## src/rtl/rf_wb_if.sv

```systemverilog
// Bundle of decode-issue, pipeline writeback, long-latency result and regfile write signals
// for the shared regfile write port arbiter.
interface rf_wb_if;
    logic        issue_valid;
    logic [4:0]  issue_rs;
    logic [4:0]  issue_rt;
    logic [4:0]  issue_rd;
    logic        issue_long;
    logic        issue_stall;
    logic        pipe_we;
    logic [4:0]  pipe_waddr;
    logic [31:0] pipe_wdata;
    logic        lu_valid;
    logic        lu_ready;
    logic [4:0]  lu_waddr;
    logic [31:0] lu_wdata;
    logic        rf_we;
    logic [4:0]  rf_waddr;
    logic [31:0] rf_wdata;
    logic        lu_err;

    modport master (
        output issue_valid, issue_rs, issue_rt, issue_rd, issue_long,
        output pipe_we, pipe_waddr, pipe_wdata,
        output lu_valid, lu_waddr, lu_wdata,
        input  issue_stall, lu_ready, rf_we, rf_waddr, rf_wdata, lu_err
    );

    modport slave (
        input  issue_valid, issue_rs, issue_rt, issue_rd, issue_long,
        input  pipe_we, pipe_waddr, pipe_wdata,
        input  lu_valid, lu_waddr, lu_wdata,
        output issue_stall, lu_ready, rf_we, rf_waddr, rf_wdata, lu_err
    );
endinterface

```

## src/rtl/rf_wb_scoreboard.sv

```systemverilog
// Regfile write-port arbiter: pipeline writes win, long-latency results queue and drain into
// idle slots, and a busy scoreboard stalls issue on hazards against in-flight LU destinations.
module rf_wb_scoreboard #(
    parameter int FIFO_DEPTH   = 2,
    parameter int STARVE_LIMIT = 4
) (
    input logic    clk,
    input logic    rst,
    rf_wb_if.slave bus
);

    localparam int PTR_W = (FIFO_DEPTH > 1) ? $clog2(FIFO_DEPTH) : 1;
    localparam int CNT_W = PTR_W + 1;
    localparam int STV_W = $clog2(STARVE_LIMIT + 1);

    logic [4:0]       fifo_addr [FIFO_DEPTH];
    logic [31:0]      fifo_data [FIFO_DEPTH];
    logic [PTR_W-1:0] rd_ptr;
    logic [PTR_W-1:0] wr_ptr;
    logic [CNT_W-1:0] count;
    logic [31:0]      busy;
    logic [31:0]      busy_nxt;
    logic [STV_W-1:0] starve_cnt;
    logic             lu_err_q;

    logic        full;
    logic        empty;
    logic        pipe_slot;
    logic        drain;
    logic        push;
    logic        fire;
    logic        starve;
    logic [4:0]  head_addr;
    logic [31:0] head_data;

    assign full      = (count == CNT_W'(FIFO_DEPTH));
    assign empty     = (count == '0);
    assign head_addr = fifo_addr[rd_ptr];
    assign head_data = fifo_data[rd_ptr];

    // A pipeline write to x0 leaves the port free for the FIFO.
    assign pipe_slot = bus.pipe_we & (bus.pipe_waddr != 5'd0);
    assign drain     = !rst & !pipe_slot & !empty;

    assign bus.lu_ready = !rst & !full;
    assign push         = bus.lu_valid & bus.lu_ready;

    // Entries aimed at x0 still pop but never reach the regfile.
    assign bus.rf_we    = !rst & (pipe_slot | (!empty & (head_addr != 5'd0)));
    assign bus.rf_waddr = pipe_slot ? bus.pipe_waddr : head_addr;
    assign bus.rf_wdata = pipe_slot ? bus.pipe_wdata : head_data;

    assign starve          = (starve_cnt == STV_W'(STARVE_LIMIT));
    assign bus.issue_stall = bus.issue_valid &
                             (busy[bus.issue_rs] | busy[bus.issue_rt] |
                              (bus.issue_long & busy[bus.issue_rd]) | starve);
    assign fire            = bus.issue_valid & !bus.issue_stall;
    assign bus.lu_err      = lu_err_q;

    always_comb begin
        busy_nxt = busy;
        if (drain)
            busy_nxt[head_addr] = 1'b0;
        if (fire && bus.issue_long && (bus.issue_rd != 5'd0))
            busy_nxt[bus.issue_rd] = 1'b1;
        busy_nxt[0] = 1'b0;
    end

    always_ff @(posedge clk) begin
        if (rst) begin
            rd_ptr     <= '0;
            wr_ptr     <= '0;
            count      <= '0;
            busy       <= '0;
            starve_cnt <= '0;
            lu_err_q   <= 1'b0;
        end else begin
            if (push)
                wr_ptr <= wr_ptr + PTR_W'(1);
            if (drain)
                rd_ptr <= rd_ptr + PTR_W'(1);
            case ({push, drain})
                2'b10:   count <= count + CNT_W'(1);
                2'b01:   count <= count - CNT_W'(1);
                default: count <= count;
            endcase
            busy <= busy_nxt;
            if (empty || drain)
                starve_cnt <= '0;
            else if (!starve)
                starve_cnt <= starve_cnt + STV_W'(1);
            if (push && (bus.lu_waddr != 5'd0) && !busy[bus.lu_waddr])
                lu_err_q <= 1'b1;
        end
    end

    // Payload storage carries no reset; occupancy is tracked by the control state above.
    always_ff @(posedge clk) begin
        if (push) begin
            fifo_addr[wr_ptr] <= bus.lu_waddr;
            fifo_data[wr_ptr] <= bus.lu_wdata;
        end
    end

endmodule

```

## src/flat_wrapper.sv

```systemverilog
// flat-port wrapper written by rule: the top's interface ports become plain ports
module rf_wb_scoreboard_flat 
#(
    parameter int FIFO_DEPTH   = 2,
    parameter int STARVE_LIMIT = 4
)
  (clk, rst, bus_issue_valid, bus_issue_rs, bus_issue_rt, bus_issue_rd, bus_issue_long, bus_pipe_we, bus_pipe_waddr, bus_pipe_wdata, bus_lu_valid, bus_lu_waddr, bus_lu_wdata, bus_issue_stall, bus_lu_ready, bus_rf_we, bus_rf_waddr, bus_rf_wdata, bus_lu_err);
  rf_wb_if bus_i ();
  input logic clk;
  input logic rst;
  input wire logic [$bits(bus_i.issue_valid)-1:0] bus_issue_valid;
  input wire logic [$bits(bus_i.issue_rs)-1:0] bus_issue_rs;
  input wire logic [$bits(bus_i.issue_rt)-1:0] bus_issue_rt;
  input wire logic [$bits(bus_i.issue_rd)-1:0] bus_issue_rd;
  input wire logic [$bits(bus_i.issue_long)-1:0] bus_issue_long;
  input wire logic [$bits(bus_i.pipe_we)-1:0] bus_pipe_we;
  input wire logic [$bits(bus_i.pipe_waddr)-1:0] bus_pipe_waddr;
  input wire logic [$bits(bus_i.pipe_wdata)-1:0] bus_pipe_wdata;
  input wire logic [$bits(bus_i.lu_valid)-1:0] bus_lu_valid;
  input wire logic [$bits(bus_i.lu_waddr)-1:0] bus_lu_waddr;
  input wire logic [$bits(bus_i.lu_wdata)-1:0] bus_lu_wdata;
  output wire logic [$bits(bus_i.issue_stall)-1:0] bus_issue_stall;
  output wire logic [$bits(bus_i.lu_ready)-1:0] bus_lu_ready;
  output wire logic [$bits(bus_i.rf_we)-1:0] bus_rf_we;
  output wire logic [$bits(bus_i.rf_waddr)-1:0] bus_rf_waddr;
  output wire logic [$bits(bus_i.rf_wdata)-1:0] bus_rf_wdata;
  output wire logic [$bits(bus_i.lu_err)-1:0] bus_lu_err;
  assign bus_i.issue_valid = bus_issue_valid;
  assign bus_i.issue_rs = bus_issue_rs;
  assign bus_i.issue_rt = bus_issue_rt;
  assign bus_i.issue_rd = bus_issue_rd;
  assign bus_i.issue_long = bus_issue_long;
  assign bus_i.pipe_we = bus_pipe_we;
  assign bus_i.pipe_waddr = bus_pipe_waddr;
  assign bus_i.pipe_wdata = bus_pipe_wdata;
  assign bus_i.lu_valid = bus_lu_valid;
  assign bus_i.lu_waddr = bus_lu_waddr;
  assign bus_i.lu_wdata = bus_lu_wdata;
  assign bus_issue_stall = bus_i.issue_stall;
  assign bus_lu_ready = bus_i.lu_ready;
  assign bus_rf_we = bus_i.rf_we;
  assign bus_rf_waddr = bus_i.rf_waddr;
  assign bus_rf_wdata = bus_i.rf_wdata;
  assign bus_lu_err = bus_i.lu_err;
  rf_wb_scoreboard #(.FIFO_DEPTH(FIFO_DEPTH), .STARVE_LIMIT(STARVE_LIMIT)) u_core (.clk(clk), .rst(rst), .bus(bus_i));
endmodule
```

## config.mk

```make
export PLATFORM = sky130hd
export DESIGN_NAME = rf_wb_scoreboard_flat
export DESIGN_NICKNAME = d
export VERILOG_FILES = /design/src/rtl/rf_wb_if.sv /design/src/rtl/rf_wb_scoreboard.sv /design/src/flat_wrapper.sv
export SDC_FILE = /design/constraint.sdc
export NUM_CORES = 1
export LEC_CHECK = 0
export CAP_MARGIN = 40
export CORE_ASPECT_RATIO = 1.1
export CORE_MARGIN = 4
export CORE_UTILIZATION = 50
export DETAILED_ROUTE_END_ITERATION = 12
export DONT_BUFFER_PORTS = 1
export PLACE_DENSITY = 0.65
export SYNTH_ARGS = -nofsm -noshare
export SYNTH_HDL_FRONTEND = slang
export SYNTH_SLANG_ARGS = --single-unit
```

## constraint.sdc

```tcl
create_clock -name clk -period 2.9 [get_ports clk]
set_clock_uncertainty 0.1 [all_clocks]
set_input_delay 0.58 -clock clk [delete_from_list [all_inputs] [get_ports clk]]
set_output_delay 0.58 -clock clk [all_outputs]
set_load 0.02 [all_outputs]
```

=== Word level (Yosys, flattened, before mapping) ===
Memories as Yosys holds them, arrays and structs flattened. A register that Yosys moved wholly into a read port is not among the register bits.
Cells that the tools add are included.

* Register bits: 40
* Bits in writable memories: 74
* Output and inout bits: 41
* Logic and storage cells: 85
* Memories kept: 2

{| class="wikitable"
|+ Memories
! name !! words !! bits a word !! read ports !! clocked after Yosys merged registers in !! wr ports !! line !! text
|-
| u_core.fifo_data || 2 || 32 || 1 || 1 || 1 || rf_wb_scoreboard.sv:17 || <nowiki>logic [31:0] fifo_data [FIFO_DEPTH];</nowiki>
|-
| u_core.fifo_addr || 2 || 5 || 1 || 1 || 1 || rf_wb_scoreboard.sv:16 || <nowiki>logic [4:0] fifo_addr [FIFO_DEPTH];</nowiki>
|}

* Add/sub/neg operators: 5
* $lt $le $gt $ge: 7
* Equal/unequal tests: 4
* Muxes and demuxes: 23
* Bitwise gates (word level): 17
* Reductions and logical operators: 20

{| class="wikitable"
|+ Operators with widths
! cell !! count
|-
| two-way mux 32 bit || 3
|-
| bitwise AND 32 bit || 1
|-
| NOT 32 bit || 1
|-
| OR 32 bit || 1
|-
| less-than comparator 5 x 6 -> 1 bit, second input constant || 5
|-
| binary-select mux 1 bit (select 5 bit) || 4
|-
| nonzero test 5 bit || 4
|-
| two-way mux 1 bit || 12
|-
| bitwise AND 1 bit || 10
|-
| demux 1 bit (select 5 bit) || 2
|-
| >= comparator 5 x 1 -> 1 bit, second input constant || 2
|-
| logical AND 1 bit || 6
|-
| zero test 1 bit || 6
|-
| two-way mux 5 bit || 1
|-
| == test 2 bit, second input constant || 2
|-
| OR 1 bit || 4
|-
| case mux 2 bit (2 select lines) || 1
|-
| adder 3 x 1 -> 3 bit, second input constant || 1
|-
| == test 3 bit, second input constant || 1
|-
| adder 1 bit, second input constant || 2
|-
| adder 2 x 1 -> 2 bit, second input constant || 1
|-
| == test 2 x 1 -> 1 bit, second input constant || 1
|-
| zero test 2 bit || 1
|-
| nonzero test 2 bit || 1
|-
| other kinds (3) || 3
|}

=== Logic depth before layout (Yosys ltp) ===
* Depth in word-level cells: 11
* Gate-level depth with buffers: 9
* Depth with buffers taken out: 7

=== Worst setup path after synthesis ===
Ideal clock, no wire load.

* Path kind: in2reg
* Start point: input port rst
* End point: memory u_core.fifo_addr[0][0] (enable)
* Library setup time: 431 ps
* Data arrival time: 2995 ps
* Required time: 2369 ps
* Path slack: -627 ps
* Cell stages on the path: 4
* Buffers on the path: 1
* Cells stage by stage: clkbuf_1 > a21oi_1 > nand2_1 > nor2_1

* Word-level cells in the longest chain between the ends: 5

{| class="wikitable"
|+ RTL lines
! element !! line !! text
|-
| from (decl) || flat_wrapper.sv:10 || <nowiki>input logic rst;</nowiki>
|-
| zero test 1 bit || rf_wb_scoreboard.sv:45 || <nowiki>assign bus.lu_ready = !rst & !full;</nowiki>
|-
| bitwise AND 1 bit || rf_wb_scoreboard.sv:45 ||
|-
| net bus_lu_ready || flat_wrapper.sv:23 || <nowiki>output wire logic [$bits(bus_i.lu_ready)-1:0] bus_lu_ready;</nowiki>
|-
| bitwise AND 1 bit || rf_wb_scoreboard.sv:46 || <nowiki>assign push = bus.lu_valid & bus.lu_ready;</nowiki>
|-
| two-way mux 1 bit || rf_wb_scoreboard.sv:99 || <nowiki>if (push) begin</nowiki>
|-
| two-way mux 1 bit (not written as such) || rf_wb_scoreboard.sv:100 || <nowiki>fifo_addr[wr_ptr] <= bus.lu_waddr;</nowiki>
|-
| to (decl) || rf_wb_scoreboard.sv:16 ||
|}

The timed path passes the listed nets, and every way through them passes these cells.

=== Worst setup path in the final report ===
* Start point: register u_core.busy[7]
* End point: output port bus_issue_stall

* Word-level cells in the longest chain between the ends: 6
* Elaborated cells between the ends (all ways): 11
* Those cells by class: mux (6); bitwise (5)

{| class="wikitable"
|+ RTL lines
! element !! line !! text
|-
| from (decl) || rf_wb_scoreboard.sv:21 || <nowiki>logic [31:0] busy;</nowiki>
|-
| from (signal assigned) || rf_wb_scoreboard.sv:87 || <nowiki>busy <= busy_nxt;</nowiki>
|-
| binary-select mux 1 bit (select 5 bit), on equally long branches || rf_wb_scoreboard.sv:55, rf_wb_scoreboard.sv:56 ||
|-
| two-way mux 1 bit, on equally long branches || rf_wb_scoreboard.sv:55, rf_wb_scoreboard.sv:56 ||
|-
| OR 1 bit or bitwise AND 1 bit (tied branches) || rf_wb_scoreboard.sv:55, rf_wb_scoreboard.sv:56 ||
|-
| OR 1 bit * || rf_wb_scoreboard.sv:55 || <nowiki>(busy[bus.issue_rs] | busy[bus.issue_rt] |</nowiki>
|-
| OR 1 bit * || rf_wb_scoreboard.sv:56 || <nowiki>(bus.issue_long & busy[bus.issue_rd]) | starve);</nowiki>
|-
| bitwise AND 1 bit * || rf_wb_scoreboard.sv:54 || <nowiki>assign bus.issue_stall = bus.issue_valid &</nowiki>
|-
| to (decl) || flat_wrapper.sv:22 || <nowiki>output wire logic [$bits(bus_i.issue_stall)-1:0] bus_issue_stall;</nowiki>
|}

Every way passes the cells marked *; elsewhere a longest branch is shown, timed or not. The select of a mux whose other input is x is not followed.

==> results.cfg <==
[clocking]
root_buffer = clkbuf_16
hold_buffers = 0
cts_made_buffers = 17
cts-htree-levels = 4
insertion_delay_ns = 0.41
cts.path.max_buffers = 2
cts_tree = yes
clk_pin_slew_ns = 0.05
clock-sinks = 114

[run_status]
status = finished clean

[sta]
finalCriticalPeriod_ns = 2.85
slew_violations = 0
fin_crit_sh = 0.981
slew_headroom = 0.696
final_hold_viol_count = 0
max_clock_freq_mhz = 351
setup_viol = 0
finalSetupTns_ns = 0
worstMarginPinSlew_ns = 0.455
rsz0062_at_grt = true

[route]
wl_um = 15200
dr.pass1.iters = 5
vias = 4497
vias_per_cell = 6.21
detail-route-antenna-nets = 0
drt-wirelength-per-cell_um = 21.0
first_iter_violations = 348
route.detailed.drc = 0

[floorplanning]
start_util = 0.521
rows = 41
die_h_um = 123
die_area_mm2 = 0.0140
io_pins = 136
core_area_mm2 = 0.0116
chipWidth_um = 113

[power_and_ir_drop]
power.share.sequential = 0.417
powerDensity_mw_per_mm2 = 621
combPwrFrac = 0.121
p_sw_w = 0.00107
p_leak_nw = 2.41
p_int_w = 0.00334
clockPowerShare = 0.462
swShare = 0.243
p_total_w = 0.00441
vdd.ir_drop.worst_uv = 298

[worst_setup_path]
cp.arrival_ns = 2.17
r2r_start = u_core.busy[29]
cp.required_ns = 2.22
endpoint_kind = output pin
rrSetupSlack_ns = 0.46
critPathMaxFanout = 5
start_kind = register
startpoint = u_core.busy[7]
crit_type = register to output pin

[worst_hold_path]
holdCritPathClass = input pin to register
hp-start = rst

[finish]
drive_gt1_frac = 0.216
syn_to_final_growth_pct = 17.2
fin_cells = 724
fillers = 901
diodes = 0
multi_input_area_mm2 = 0.00290
final_nets = 659
final-seq-area_mm2 = 0.00305

[grt]
grt_usage = 0.218
use_met2 = 0.384
gr-total-overflow = 0
grtUsageMet1 = 0.252
grt_pass1_wl_um = 23200
grt_max_degree = 45
met3_usage = 0.0641
antenna_found_initial = 0
grt-busiest-layer = met2
grt_pass1_vias = 4387

[placement]
place.gp.congestion = 0.914
dp_cells = 690
io_buffer_count = 0
dp_hpwl_um = 11000

[synthesis]
synth_flop_cell = edfxtp_1
synth_edf_count = 74
ys_warn_count = 0
syn_area_mm2 = 0.00606
ys_types = 52
async_flop_share = 0
syn_inst = 541
syn-num-nets = 639
postSynthRegisterBits = 114
synth-seq-area-share = 0.499
avgSynthCellArea_um2 = 11.2

[flow_run]
cap_violations = 0
==> power by group through the flow <==
stage | Clock [W] | Combinational (W) | Sequential [W]
6_report | 0.00204 | 0.000533 | 0.00184
5_1_grt | 0.00215 | 0.000574 | 0.00185
4_1_cts | 0.00207 | 0.000534 | 0.00184
3_5_place_dp | 0 | 0.000532 | 0.00187
3_3_place_gp | 0 | 0.000528 | 0.00187
2_1_floorplan | 0 | 0.000435 | 0.00185
==> timing repair <==
action                                  4_1_cts  5_1_grt
gates resized for setup                       4       14
endpoints found under the setup margin        1        2
pin swaps                                     1        5
setup buffers                                 1        1
==> state kept, by name, indices dropped and copies added (netlist names), named ones only <==
name	count
u_core.wr_ptr	1
u_core.rd_ptr	1
u_core.bus.lu_err	1
u_core.fifo_addr	10
u_core.busy	31
u_core.fifo_data	64
u_core.starve_cnt	3
u_core.count	2
==> synth_stat cells (all sizes together), types with 3 or more instances <==
| cell | n | area [µm²] |
|---|---|---|
| clkbuf | 22 | 83.8 |
| o31ai | 33 | 248 |
| nor2 | 52 | 195 |
| nand3b | 3 | 22.5 |
| nand2 | 26 | 97.6 |
| o21ai | 35 | 175 |
| nand3 | 5 | 25.0 |
| mux4 | 22 | 510 |
| nor3 | 5 | 25.0 |
| mux2i | 61 | 611 |
| or3 | 3 | 18.8 |
| edfxtp | 74 | 2220 |
| a21oi | 43 | 215 |
| nor2b | 38 | 238 |
| xor2 | 3 | 26.3 |
| nand2b | 11 | 68.8 |
| buf | 16 | 98.8 |
| ha | 3 | 37.5 |
| dfxtp | 40 | 801 |
| o22ai | 3 | 18.8 |
| inv | 8 | 30.0 |
| nor3b | 4 | 30.0 |
==> path summary, 6_finish.rpt <==
check                         endpoint  cells after the start
setup reg to reg        u_core.busy[1]                      8
hold reg to reg   u_core.starve_cnt[1]                      2
setup / recovery       bus_issue_stall                      6
hold / removal                register                      1
==> routing by layer <==
layer,wire [µm],part of all wire
met1,5460,0.36
met2,7980,0.53
met3,1470,0.097
met4,258,0.017
met5,0,0
==> layout by cell type (no fill, tap or decap), types with 5 or more instances in the layout <==
master	instances
dfxtp_1	27
mux2i_1	60
a21oi_2	13
mux4_2	19
clkbuf_16	21
o21ai_0	34
a21oi_1	30
dfxtp_2	10
nor3_1	5
buf_4	35
nor2b_1	38
nor2_1	51
inv_1	8
nand2_1	26
nand2b_1	11
nand3_1	5
o31ai_1	33
edfxtp_1	74
==> critical path: stages (launching register included) <==
cell	delay, ns
dfxtp_2	0.40
mux2i_1	0.09
mux4_2	0.49
o31ai_1	0.19
and4bb_2	0.28
a31oi_1	0.14
buf_4	0.16
==> kinds of logic after synthesis <==
kind of cell	synth area share
AO/OA/AOI/OAI	0.132
adder cells (fa/ha/maj)	0.00619
buffers and inverters	0.0351
multiplexers	0.187
flip-flops	0.499
AND/OR/NAND/NOR	0.134
XOR/XNOR	0.00723
==> cell type report <==
type | count | area share
well taps | 150 | 0.0264
inverters | 8 | 0.00423
clock buffers | 23 | 0.0764
clock inverters | 9 | 0.00845
repair buffers | 39 | 0.0482
multi-input cells | 381 | 0.407
flip-flops and latches | 114 | 0.429
==> stage by stage <==
| step | hold slack (ns) | instance area [µm²] | setup WS [ns] | util |
|---|---|---|---|---|
| after floorplan | 0.360 | 6120 | 0.00346 | - |
| after global placement | 0.370 | 6460 | 0.208 | 0.555 |
| after detailed placement | 0.398 | 6460 | 0.144 | 0.555 |
| after CTS | 0.124 | 7080 | 0.00227 | 0.608 |
| after global routing | 0.126 | 7110 | -0.0158 | 0.610 |
| final | 0.151 | 7110 | 0.0537 | 0.610 |
Note: power is estimated with default switching activity, not from simulation.
